$ cat config.mk
export PLATFORM = sky130hd
export DESIGN_NAME = c_rstreq
export DESIGN_NICKNAME = d
export VERILOG_FILES = /design/src/rtl/c_rstreq_pkg.sv /design/src/rtl/c_rstreq_wdt.sv /design/src/rtl/c_rstreq.sv
export SDC_FILE = /design/constraint.sdc
export NUM_CORES = 1
export LEC_CHECK = 0
export CORE_UTILIZATION = 55
export DETAILED_ROUTE_END_ITERATION = 6
export DONT_BUFFER_PORTS = 1
export GPL_TIMING_DRIVEN = 0
export PLACE_DENSITY = 0.69
export SLEW_MARGIN = 15
export SYNTH_ARGS = -nofsm -noshare
export SYNTH_HDL_FRONTEND = slang
export SYNTH_SLANG_ARGS = --single-unit
$ cat constraint.sdc
create_clock -name clk -period 2.2 [get_ports clk]
set_input_delay 0.33 -clock clk [delete_from_list [all_inputs] [get_ports clk]]
set_output_delay 0.33 -clock clk [all_outputs]
set_load 0.01 [all_outputs]
$ cat src/rtl/c_rstreq_pkg.sv
// Shared types for the reset-request generator: FSM state encoding and
// rst_cause bit positions.
package c_rstreq_pkg;

  typedef enum logic [1:0] {
    IDLE    = 2'd0,
    QUIESCE = 2'd1,
    ASSERT  = 2'd2,
    HOLDOFF = 2'd3
  } state_e;

  localparam int CAUSE_SW  = 0;
  localparam int CAUSE_WDT = 1;
  localparam int CAUSE_QTO = 2;

endpackage

$ cat src/rtl/c_rstreq_wdt.sv
// Watchdog for c_rstreq: counts idle cycles while enabled and emits a
// one-cycle expire pulse on reaching WDT_CYC-1. Built only with RSTREQ_WDT_EN.
module c_rstreq_wdt #(
  parameter int CNT_W   = 8,
  parameter int WDT_CYC = 200
) (
  input  logic clk,
  input  logic rst_n,
  input  logic en,
  input  logic kick,
  input  logic idle,
  output logic expire
);

  localparam logic [CNT_W-1:0] WDT_LAST = CNT_W'(WDT_CYC - 1);

  logic [CNT_W-1:0] cnt_q, cnt_d;

  // Kick beats a same-cycle expiry; the count also restarts after firing.
  assign expire = en && idle && !kick && (cnt_q == WDT_LAST);

  always_comb begin
    cnt_d = cnt_q + CNT_W'(1);
    if (!en || !idle || kick || expire) begin
      cnt_d = '0;
    end
  end

  always_ff @(posedge clk or negedge rst_n) begin
    if (!rst_n) begin
      cnt_q <= '0;
    end else begin
      cnt_q <= cnt_d;
    end
  end

endmodule

$ cat src/rtl/c_rstreq.sv
// Reset-request generator: quiesce handshake, fixed-width active-low reset
// pulse, then hold-off. Watchdog trigger is built only with RSTREQ_WDT_EN.
module c_rstreq
  import c_rstreq_pkg::*;
#(
  parameter int CNT_W       = 8,
  parameter int QTO_CYC     = 16,
  parameter int PULSE_CYC   = 4,
  parameter int HOLDOFF_CYC = 8,
  parameter int WDT_CYC     = 200
) (
  input  logic       clk,
  input  logic       rst_n,
  input  logic       sw_rst_req,
  input  logic       wdt_en,
  input  logic       wdt_kick,
  input  logic       quiesce_ack,
  input  logic       cause_clr,
  output logic       rstb_req,
  output logic       quiesce_req,
  output logic       busy,
  output logic [2:0] rst_cause
);

  localparam logic [CNT_W-1:0] QTO_LAST   = CNT_W'(QTO_CYC - 1);
  localparam logic [CNT_W-1:0] PULSE_LAST = CNT_W'(PULSE_CYC - 1);
  localparam logic [CNT_W-1:0] HOLD_LAST  = CNT_W'(HOLDOFF_CYC - 1);

  state_e           state_q, state_d;
  logic [CNT_W-1:0] cnt_q, cnt_d;
  logic             rstb_q, rstb_d;
  logic             qreq_q, qreq_d;
  logic             busy_q, busy_d;
  logic [2:0]       cause_q, cause_d;
  logic [2:0]       cause_set;
  logic             wdt_expire;

`ifdef RSTREQ_WDT_EN
  c_rstreq_wdt #(
    .CNT_W   (CNT_W),
    .WDT_CYC (WDT_CYC)
  ) u_wdt (
    .clk    (clk),
    .rst_n  (rst_n),
    .en     (wdt_en),
    .kick   (wdt_kick),
    .idle   (state_q == IDLE),
    .expire (wdt_expire)
  );
`else
  localparam int UNUSED_WDT_CYC = WDT_CYC;
  logic unused_wdt;
  assign unused_wdt = wdt_en ^ wdt_kick;
  assign wdt_expire = 1'b0;
`endif

  always_comb begin
    state_d   = state_q;
    cnt_d     = cnt_q + CNT_W'(1);
    rstb_d    = rstb_q;
    qreq_d    = qreq_q;
    busy_d    = busy_q;
    cause_set = '0;
    case (state_q)
      IDLE: begin
        cnt_d = '0;
        if (sw_rst_req || wdt_expire) begin
          state_d              = QUIESCE;
          qreq_d               = 1'b1;
          busy_d               = 1'b1;
          cause_set[CAUSE_SW]  = sw_rst_req;
          cause_set[CAUSE_WDT] = wdt_expire;
        end
      end
      QUIESCE: begin
        // An ack on the timeout cycle still counts as a clean drain.
        if (quiesce_ack || (cnt_q == QTO_LAST)) begin
          cause_set[CAUSE_QTO] = !quiesce_ack;
          state_d              = ASSERT;
          qreq_d               = 1'b0;
          rstb_d               = 1'b0;
          cnt_d                = '0;
        end
      end
      ASSERT: begin
        if (cnt_q == PULSE_LAST) begin
          state_d = HOLDOFF;
          rstb_d  = 1'b1;
          cnt_d   = '0;
        end
      end
      HOLDOFF: begin
        if (cnt_q == HOLD_LAST) begin
          state_d = IDLE;
          busy_d  = 1'b0;
          cnt_d   = '0;
        end
      end
      default: begin
        state_d = IDLE;
        cnt_d   = '0;
      end
    endcase
    cause_d = cause_clr ? 3'b000 : (cause_q | cause_set);
  end

  always_ff @(posedge clk or negedge rst_n) begin
    if (!rst_n) begin
      state_q <= IDLE;
      cnt_q   <= '0;
      rstb_q  <= 1'b1;
      qreq_q  <= 1'b0;
      busy_q  <= 1'b0;
      cause_q <= 3'b000;
    end else begin
      state_q <= state_d;
      cnt_q   <= cnt_d;
      rstb_q  <= rstb_d;
      qreq_q  <= qreq_d;
      busy_q  <= busy_d;
      cause_q <= cause_d;
    end
  end

  assign rstb_req    = rstb_q;
  assign quiesce_req = qreq_q;
  assign busy        = busy_q;
  assign rst_cause   = cause_q;

endmodule

==> out/results.ini <==
[synth]
syn_avg_cell_area_um2 = 10.16
seq_area_frac_synth_pct = 45.20
yosys_register_bits = 15
synth_top_area_share_pct = 42.04
yosysTopAreaCell = dfrtp_1
synthTopCellsByArea = dfrtp_1 42%, ha_1 9.0%, nor2_1 6.3%
synth_nets = 95
synth_cells = 82
yosysUniqueCellTypes = 31
yosysWarnings = 0
synth_area_um2 = 833.3

[setup_path]
cp.required_ns = 2.37
r2r_cells = 5
cp_top_family = simple AND/OR/NAND/NOR gates
worstPathCellList = or4_4 > nor3_4 > nor2b_2 > nor3_4 > mux2_1
critPathMostFrequentCell = nor3_4
slowest_stage = or4_4
slowest_delay_ns = 0.57
worstPathMaxFanout = 5
cp.arrival_ns = 2.15
worst-setup-path-type = reg2reg
r2r_end = state_q[1]$_DFFE_PN0P_
r2r_slack_ns = 0.22
endpoint_kind = flip-flop
r2r_start = cnt_q[5]$_DFF_PN0_
start_kind = flip-flop
critPathBufInv = 0

[placement]
gp_congestion = 0.7864
io_buffers = 0
dpl.cell_count = 97
dp_slack_ns = 0.1734
dp_hpwl_um = 990.3

[cts]
clkLatencyLatePin_ns = 0.28
numCtsBuffers = 3
clk_pin_slew_ns = 0.08
post_cts_buffers = 0
cts.sinks = 15
clockBufferDepth = 2
cts_max_level = 1
cts_tree = done
root_buffer = clkbuf_4

[timing]
setup_viol_count_final = 0
hold_violations = 0
max_slew_margin_pct = 56.28
clock_skew_ns = 0.0007181
rsz0062_at_grt = no
fin_crit_ns = 1.976
fin_setup_tns_ns = 0
fin_crit_sh_pct = 89.82
max_slew.worst_pin.slew_ns = 0.6537
slew_violations = 0
fmax_mhz = 506.1
fin_ws_ns = 0.2239

[die]
ios = 13
die_w_um = 40.93
coreArea_um2 = 1350
die_h_um = 40.93
die_area_um2 = 1675
initial_utilization_pct = 61.72
rows = 13

[final_layout]
final.fill_count = 112
finalNetCount = 101
drive_gt1_share_pct = 14.94
layoutNonFillerInstCount = 102
register_area_um2 = 376.6
antennaDiodeCount = 0
multi_input_area_um2 = 441.7
syn_to_final_growth_pct = 7.958

[power]
ir_drop_v = 0.0008673
cellPowerDensity_nw_per_um2 = 1064
p_leak_uw = 0.0004108

[drt]
avgRoutedWirePerCell_um = 13.08
routed_via_density = 5.324
drc = 0
drt_iter0_markers = 5
ant_nets = 0
vias = 543
wl_um = 1334
drt_first_pass_iters = 4

[worst_hold_path]
hold_end = rst_cause[2]$_DFF_PN0_
hold_depth = 1
holdCritPathClass = in2reg
hp-start = cause_clr

[job]
maxCapViolations = 0

[global_route]
grt_pass1_wl_um = 2076
antenna_found_initial = 0
first_global_vias = 481
grt_max_degree = 16
grt.total_usage_pct = 20.23
gr-total-overflow = 0

[outcome]
status = complete, no violations

how the worst max path moves through the flow:
stage | from | to | slack, ns | depth (start not counted)
5_1_grt | state_q[1]$_DFFE_PN0P_ | state_q[1]$_DFFE_PN0P_ | 0.07 | 7
6_report | cnt_q[5]$_DFF_PN0_ | state_q[1]$_DFFE_PN0P_ | 0.22 | 5
3_5_place_dp | state_q[1]$_DFFE_PN0P_ | state_q[1]$_DFFE_PN0P_ | 0.17 | 7
3_3_place_gp | state_q[1]$_DFFE_PN0P_ | state_q[1]$_DFFE_PN0P_ | 0.21 | 7
2_1_floorplan | cnt_q[5]$_DFF_PN0_ | state_q[1]$_DFFE_PN0P_ | 0.32 | 5
4_1_cts | state_q[1]$_DFFE_PN0P_ | state_q[1]$_DFFE_PN0P_ | 0.16 | 7
cell families (layout without fill, tap and decap cells):
family | count (synthesis) | in the layout | share of synthesized area [%]
compound gates | 12 | 12 | 9.460
xor+xnor | 6 | 6 | 6.307
fa+ha+maj | 6 | 6 | 9.009
buf+inv | 6 | 11 | 3.153
flops | 15 | 15 | 45.20
mux | 3 | 3 | 3.754
other cells | 1 | 1 | 0.4500
simple gates | 33 | 33 | 22.67
routing by layer:
layer / GRT usage [%] / vias up / routed length, µm
met5: 0 / - / 0
met4: 15.00 / 0 / 29
met3: 4.348 / 4 / 59
met2: 25.78 / 13 / 524
met1: 29.21 / 242 / 720
li1: - / 284 / -
metrics by stage:
stage                     util, %  cell area [µm²]  hold slack (ns)  power, µW
after floorplan                 -            833.3          0.03441      706.1
after global placement      63.11            852.1          0.03467      773.6
after detailed placement    63.11            852.1          0.03472      790.7
after CTS                   65.80            888.4          0.09161      954.1
after global routing        66.64            899.6          0.08990       1027
final                       66.64            899.6          0.09800      957.5
flip-flops by register name (all words and copies together), names as in the netlist:
register / cells
rst_cause: 2
state_q: 2
busy: 1
quiesce_req: 1
rstb_req: 1
cnt_q: 8
cells in the mapped netlist:
| library cell | number |
|---|---|
| dfstp_2 | 1 |
| nor4_1 | 1 |
| nor2b_1 | 3 |
| dfrtp_1 | 14 |
| nand3_1 | 2 |
| and4_1 | 1 |
| a21bo_2 | 1 |
| o21bai_2 | 1 |
| nor3_4 | 2 |
| nand4_1 | 1 |
| a31oi_1 | 1 |
| o31ai_1 | 1 |
| a22o_1 | 1 |
| conb_1 | 1 |
| o21ai_0 | 4 |
| nand3b_1 | 1 |
| nor2_1 | 14 |
| and3_1 | 1 |
| clkbuf_1 | 1 |
| mux2_1 | 1 |
| xnor2_1 | 3 |
| nor2b_2 | 1 |
| nor3_1 | 1 |
| a21oi_1 | 3 |
| buf_4 | 1 |
| or4_4 | 1 |
| nand2_1 | 4 |
| xor2_1 | 3 |
| ha_1 | 6 |
| inv_1 | 4 |
| mux2i_1 | 2 |
where the power goes:
part | switching, µW | total [µW] | leakage (µW) | internal [µW]
Combinational | 232 | 410 | 0.000206 | 178
Clock | 84.5 | 155 | 0.0000150 | 70.5
Sequential | 52.6 | 393 | 0.000190 | 340
worst reg2reg max path, delay by kind of cell (launching register included):
kind,cells,cell delay [ns]
multiplexers,1,0.34
AND/OR/NAND/NOR,4,1.09
flip-flops,1,0.44
cell type report:
| cell class | instances | share of cell area [%] |
|---|---|---|
| timing repair buffer | 1 | 1.113 |
| buffer | 2 | 1.252 |
| inverter | 4 | 1.669 |
| multi-input combinational | 61 | 49.10 |
| sequential | 15 | 41.86 |
| tap | 15 | 2.086 |
| clock buffer | 4 | 2.921 |
timing repair:
action	4_1_cts	5_1_grt
hold endpoints to repair	15	0
hold buffers	1	0
resized for setup	0	2
endpoints found under the setup margin	0	1
layout by cell type, fill, tap and decap left out, types with 2 or more instances in the layout:
master    instances
nor2_1           14
dfrtp_1          14
ha_1              6
inv_1             4
nand2_1           4
o21ai_0           4
nor2b_1           3
xor2_1            3
xnor2_1           3
a21oi_1           3
clkbuf_4          3
clkbuf_1          2
nor3_4            2
nand3_1           2
mux2i_1           2
No activity file was read; power rests on OpenSTA's default activity.
